[src/rtl/cla16_adder.sv]
`default_nettype none
// ============================================================================
// Module      : cla16_adder
// Description : 16-bit two-level carry-lookahead adder, registered result.
// Revision    : 1.0 - initial release
// ============================================================================
module cla16_adder (
  input  logic        clk,
  input  logic        rst,
  input  logic [15:0] A,
  input  logic [15:0] B,
  input  logic        Cin,
  output logic [15:0] sum,
  output logic        Cout
);

  localparam int c_NGROUPS = 4;

  logic [15:0] w_g;
  logic [15:0] w_p;
  logic [15:0] w_sum;
  logic [3:0]  w_gg;
  logic [3:0]  w_pg;
  logic [4:0]  w_cg;   // w_cg[k] is the carry into group k; w_cg[4] is C16

  logic [15:0] r_sum;
  logic        r_cout;

  assign w_g = A & B;
  assign w_p = A ^ B;

  generate
    for (genvar k = 0; k < c_NGROUPS; k++) begin : g_group
      logic [3:0] w_gl;
      logic [3:0] w_pl;
      logic [3:0] w_cl;

      assign w_gl = w_g[4*k +: 4];
      assign w_pl = w_p[4*k +: 4];

      // Carries inside the group come straight from the group carry-in.
      assign w_cl[0] = w_cg[k];
      assign w_cl[1] = w_gl[0] | (w_pl[0] & w_cg[k]);
      assign w_cl[2] = w_gl[1] | (w_pl[1] & w_gl[0]) | (w_pl[1] & w_pl[0] & w_cg[k]);
      assign w_cl[3] = w_gl[2] | (w_pl[2] & w_gl[1]) | (w_pl[2] & w_pl[1] & w_gl[0])
                     | (w_pl[2] & w_pl[1] & w_pl[0] & w_cg[k]);

      assign w_pg[k] = &w_pl;
      assign w_gg[k] = w_gl[3] | (w_pl[3] & w_gl[2]) | (w_pl[3] & w_pl[2] & w_gl[1])
                     | (w_pl[3] & w_pl[2] & w_pl[1] & w_gl[0]);

      assign w_sum[4*k +: 4] = w_pl ^ w_cl;
    end
  endgenerate

  // Second-level lookahead: group carries depend only on GG/PG and Cin.
  assign w_cg[0] = Cin;
  assign w_cg[1] = w_gg[0] | (w_pg[0] & Cin);
  assign w_cg[2] = w_gg[1] | (w_pg[1] & w_gg[0]) | (w_pg[1] & w_pg[0] & Cin);
  assign w_cg[3] = w_gg[2] | (w_pg[2] & w_gg[1]) | (w_pg[2] & w_pg[1] & w_gg[0])
                 | (w_pg[2] & w_pg[1] & w_pg[0] & Cin);
  assign w_cg[4] = w_gg[3] | (w_pg[3] & w_gg[2]) | (w_pg[3] & w_pg[2] & w_gg[1])
                 | (w_pg[3] & w_pg[2] & w_pg[1] & w_gg[0])
                 | (w_pg[3] & w_pg[2] & w_pg[1] & w_pg[0] & Cin);

  always_ff @(posedge clk) begin
    if (rst) begin
      r_sum  <= 16'h0000;
      r_cout <= 1'b0;
    end else begin
      r_sum  <= w_sum;
      r_cout <= w_cg[4];
    end
  end

  assign sum  = r_sum;
  assign Cout = r_cout;

endmodule
`default_nettype wire

[config.mk]
export PLATFORM = sky130hd
export DESIGN_NAME = cla16_adder
export DESIGN_NICKNAME = d
export VERILOG_FILES = /design/src/rtl/cla16_adder.sv
export SDC_FILE = /design/constraint.sdc
export NUM_CORES = 1
export LEC_CHECK = 0
export CAP_MARGIN = 10
export CORE_MARGIN = 8
export CORE_UTILIZATION = 45
export CTS_CLUSTER_SIZE = 8
export DETAILED_ROUTE_END_ITERATION = 12
export PLACE_DENSITY = 0.85
export SYNTH_ARGS = -nofsm -noshare
export SYNTH_HDL_FRONTEND = slang
export SYNTH_SLANG_ARGS = --single-unit
[constraint.sdc]
create_clock -name clk -period 3.5 [get_ports clk]
set_input_delay 0.35 -clock clk [delete_from_list [all_inputs] [get_ports clk]]
set_output_delay 0.35 -clock clk [all_outputs]
set_load 0.005 [all_outputs]
After elaboration in Yosys (flattened, before gate mapping)

Cells that the tools add are included.

Reductions and logical operators: 4
Bitwise operators: 124

Operator list:

| cell              | count |
|---|---|
| $and A1 B1 Y1     | 72 |
| $or A1 B1 Y1      | 46 |
| $and A16 B16 Y16  | 1 |
| $reduce_and A4 Y1 | 4 |
| $xor A16 B16 Y16  | 1 |
| $xor A4 B4 Y4     | 4 |

Bits of input ports: 35
Output and inout bits: 17
Register bits after elaboration: 17

Logic depth before layout (Yosys ltp)

Depth after elaboration: 12
Gate-level depth with buffers: 9
Depth with buffers taken out: 9

Worst setup path before layout

No wires, ideal clock.

Path kind: input port to flip-flop
Start: in A[0]
End: reg r_sum[13], in the netlist sum[13]
Stages: 9
Arrival time: 2087 ps
Setup time: 129 ps
Path slack: 1284 ps
Path through: ha_1 a211oi_2 o211ai_2 a21boi_2 o21ai_1 a21o_1 fa_1 xnor2_1 nor2_1

Longest elaborated chain between the ends: 9
Elaborated cells between the ends (all ways): 13

Ends and longest elaborated chain:

| item                 | line | text |
|---|---|---|
| from (decl)          | 10   | `input logic [15:0] A,` |
| $and A16 B16 Y16     | 29   | `assign w_g = A & B;` |
| $and A1 B1 Y1        | 50   | `\| (w_pl[3] & w_pl[2] & w_pl[1] & w_gl[0]);` |
| $or A1 B1 Y1         | 50   |  |
| $and A1 B1 Y1        | 60   | `assign w_cg[3] = w_gg[2] \| (w_pg[2] & w_gg[1]) \| (w_pg[2] & w_pg[1] & w_gg[0])` |
| $or A1 B1 Y1         | 60   |  |
| $or A1 B1 Y1 *       | 61   | `\| (w_pg[2] & w_pg[1] & w_pg[0] & Cin);` |
| $and A1 B1 Y1 *      | 43   | `assign w_cl[1] = w_gl[0] \| (w_pl[0] & w_cg[k]);` |
| $or A1 B1 Y1 *       | 43   |  |
| $xor A4 B4 Y4 *      | 52   | `assign w_sum[4*k +: 4] = w_pl ^ w_cl;` |
| to (signal assigned) | 71   | `r_sum <= w_sum;` |
| to (decl)            | 26   | `logic [15:0] r_sum;` |

Every way passes the cells marked *; elsewhere a longest branch is shown, timed or not.
A chain may end at the register's enable or synchronous reset.

Final worst setup path

Start: in B[0]
End: reg r_sum[13], in the netlist sum[13]

Longest elaborated chain between the ends: 9
Elaborated cells between the ends (all ways): 13

Ends and longest elaborated chain:

| item             | line | text |
|---|---|---|
| from (decl)      | 11   | `input logic [15:0] B,` |
| $and A16 B16 Y16 | 29   |  |
| $and A1 B1 Y1    | 50   |  |
| $or A1 B1 Y1     | 50   |  |
| $and A1 B1 Y1    | 60   |  |
| $or A1 B1 Y1     | 60   |  |
| $or A1 B1 Y1 *   | 61   |  |
| $and A1 B1 Y1 *  | 43   |  |
| $or A1 B1 Y1 *   | 43   |  |
| $xor A4 B4 Y4 *  | 52   |  |

Marked as above.

==> flow_metrics.py <==
metrics = {
    "critical_path": {
        "worstSetupStartpoint": "B[0]",
        "crit_family": "compound AO/OA/AOI/OAI gates",
        "cp_max_fo": 4,
        "cp-end-kind": "flip-flop",
        "worstPathArrival_ps": 2720,
        "slowest_stage": "clkdlybuf4s50_1",
        "crit_required_ps": 3650,
        "path_buf_inv": 1,
        "critPathKind": "input pin to flip-flop",
        "cp_cell_sequence": "clkdlybuf4s50_1 -> ha_1 -> a211oi_2 -> o211ai_2 -> a21boi_2 -> o21ai_1 -> a21o_1 -> fa_1 -> xnor2_1 -> nor2_1",
        "slowest_delay_ps": 440,
        "worst_setup_path_start_kind": "input pin",
    },
    "placement": {
        "hpwlAfterDp_um": 2550,
        "place_inst": 204,
        "gp_congestion": 0.777,
        "io_buffers": 51,
        "place_worst_setup_slack_ps": 643,
    },
    "route": {
        "drt_iter0_drc": 23,
        "routed_wl_um": 2940,
        "wl_per_cell_um": 14.1,
        "vias": 1090,
        "drc": 0,
        "drt-pass1-iter-count": 4,
        "viasPerCell": 5.24,
        "postRouteAntennaNets": 0,
    },
    "clock_network": {
        "htreeDepth": 1,
        "cts-resized-gates": 0,
        "clk_pin_slew_worst_paths_ps": 100,
        "post-cts-setup-buffers": 0,
        "postCtsHoldBufs": 0,
        "cts_sinks": 17,
        "cts_buffer_depth": 2,
        "clockRootBuffer": "clkbuf_4",
        "cts_buffers": 3,
        "cts_tree": "done",
    },
    "hold_path": {
        "hp-class": "input pin to flip-flop",
        "min_from": "A[0]",
    },
    "layout": {
        "final_core_util_pct": 70.1,
        "fin_cells": 208,
        "fillerInstances": 207,
        "drive_gt1_share_pct": 6.18,
        "syn2layout_area_growth_pct": 48.6,
        "diodes": 0,
        "nets": 234,
    },
    "synth": {
        "ys_warn_count": 0,
        "synth_flop_cell": "dfxtp_1",
        "synthCells": 125,
        "ys_async_sr_fraction_pct": 0,
        "ys_seq_area_share_pct": 29.1,
        "ys_ff_latch": 17,
        "synth_cell_type_count": 36,
        "synth_edf_count": 0,
        "synth.largest_area_cell": "dfxtp_1",
        "synth_area_um2": 1170,
        "synth_top_area_share_pct": 29.1,
        "synth.area.top_cells": "dfxtp_1 (29%), ha_1 (17%), fa_1 (6.9%)",
        "avgSynthCellArea_um2": 9.35,
        "synth_fp_nets": 180,
    },
    "global_routing": {
        "overflow": 0,
        "antenna_found_initial": 0,
        "grt_pass1_vias": 1137,
        "grt_max_degree": 25,
        "grt_pass1_wl_um": 4860,
        "track_usage_pct": 13.2,
    },
    "floorplanning": {
        "fp.dieW_um": 67.0,
        "pin_count": 52,
        "core_um2": 2480,
        "fp.dieH_um": 67.0,
        "dieArea_um2": 4480,
        "start_util_pct": 47.2,
        "placementRows": 18,
    },
    "sta": {
        "hold_viol_final": 0,
        "finalCritPeriodShare_pct": 73.4,
        "rsz0062_at_grt": "no",
        "fmax_mhz": 389,
        "slew_viol_final": 0,
        "setup_violations": 0,
        "setup_slack_ps": 930,
        "relSlewSlack_pct": 43.1,
        "fin_crit_ps": 2570,
        "tns_ps": 0,
        "worst_pin_slew_ps": 850,
    },
    "power_and_ir_drop": {
        "power_density_nw_per_um2": 325,
        "finalPower_mw": 0.564,
        "irDropWorstVdd_v": 0.000211,
        "leakage_nw": 0.723,
    },
    "job": {
        "cap_viol_max_count": 0,
    },
    "run_status": {
        "status": "finished, final reports clean",
    },
}
-- cell usage after synthesis, drive strengths merged, types with 4 or more instances --
| master | number |
|---|---|
| o21a | 4 |
| inv | 7 |
| nand2 | 6 |
| ha | 16 |
| xnor2 | 4 |
| a21oi | 5 |
| dfxtp | 17 |
| o21ai | 6 |
| fa | 4 |
| nor2b | 5 |
| nor2 | 16 |
-- stage by stage --
stage | cell area (um2) | hold slack (ps)
final | 1740 | 810
after global routing | 1740 | 842
after CTS | 1740 | 811
after detailed placement | 1710 | 1060
after global placement | 1710 | 1060
after floorplan | 1170 | 557
-- layer usage --
metal  routed length [um]  track usage, %
met5                    0               0
met4                    7            1.83
met3                  248            4.19
met2                 1510            24.1
met1                 1170            14.9
-- layout make-up --
class,count,area [um2],area share [%]
Tap cell,30,37.5,2.16
Clock inverter,1,5.00,0.288
Clock buffer,3,22.5,1.30
Timing Repair Buffer,51,510,29.4
Multi-Input combinational cell,99,795,45.7
Inverter,7,26.3,1.51
Sequential cell,17,340,19.6
-- registers in the layout (all words and copies together), names as in the netlist --
| register | flops |
|---|---|
| sum | 16 |
| Cout | 1 |
-- cells by family (layout without fill, tap and decap cells) --
group / count (synthesis) / after routing / share of synthesized area [%]
muxes: 2 / 2 / 1.93
AOI/OAI and AO/OA: 31 / 31 / 19.8
buffers and inverters: 9 / 62 / 2.89
xor gates and xnor gates: 6 / 6 / 4.50
adders and majority gates: 20 / 20 / 24.0
DFF: 17 / 17 / 29.1
and+or+nand+nor: 40 / 40 / 17.8
-- worst paths after layout --
check                 cells past startpoint      end  slack, ps
worst min-delay path                      4   sum[0]        810
worst max-delay path                     10  sum[13]        930
-- where the power goes --
| part | internal, mW | switching, mW | total (mW) |
|---|---|---|---|
| registers | 0.219 | 0.00682 | 0.226 |
| logic | 0.139 | 0.0954 | 0.234 |
| clock network | 0.0424 | 0.0613 | 0.104 |
| total | 0.401 | 0.163 | 0.564 |
-- cells in the final DEF (no fill, tap or decap), types with 2 or more instances in the layout --
cell	Yosys	layout
o21a_1	4	4
nor2_1	16	16
o21ai_0	4	4
nand3_1	2	2
a21oi_1	5	5
ha_1	16	16
nor3b_1	2	2
nor2b_1	5	5
xnor2_1	4	4
o21ai_1	2	2
nor3_1	2	2
a31oi_1	2	2
clkdlybuf4s50_1	0	51
mux2_1	2	2
a21o_1	3	3
nor4b_1	2	2
fa_1	4	4
xor2_1	2	2
dfxtp_1	17	17
inv_1	7	7
o211ai_1	2	2
nand2_1	6	6
clkbuf_4	0	3
No activity file was read; power rests on OpenSTA's default activity.
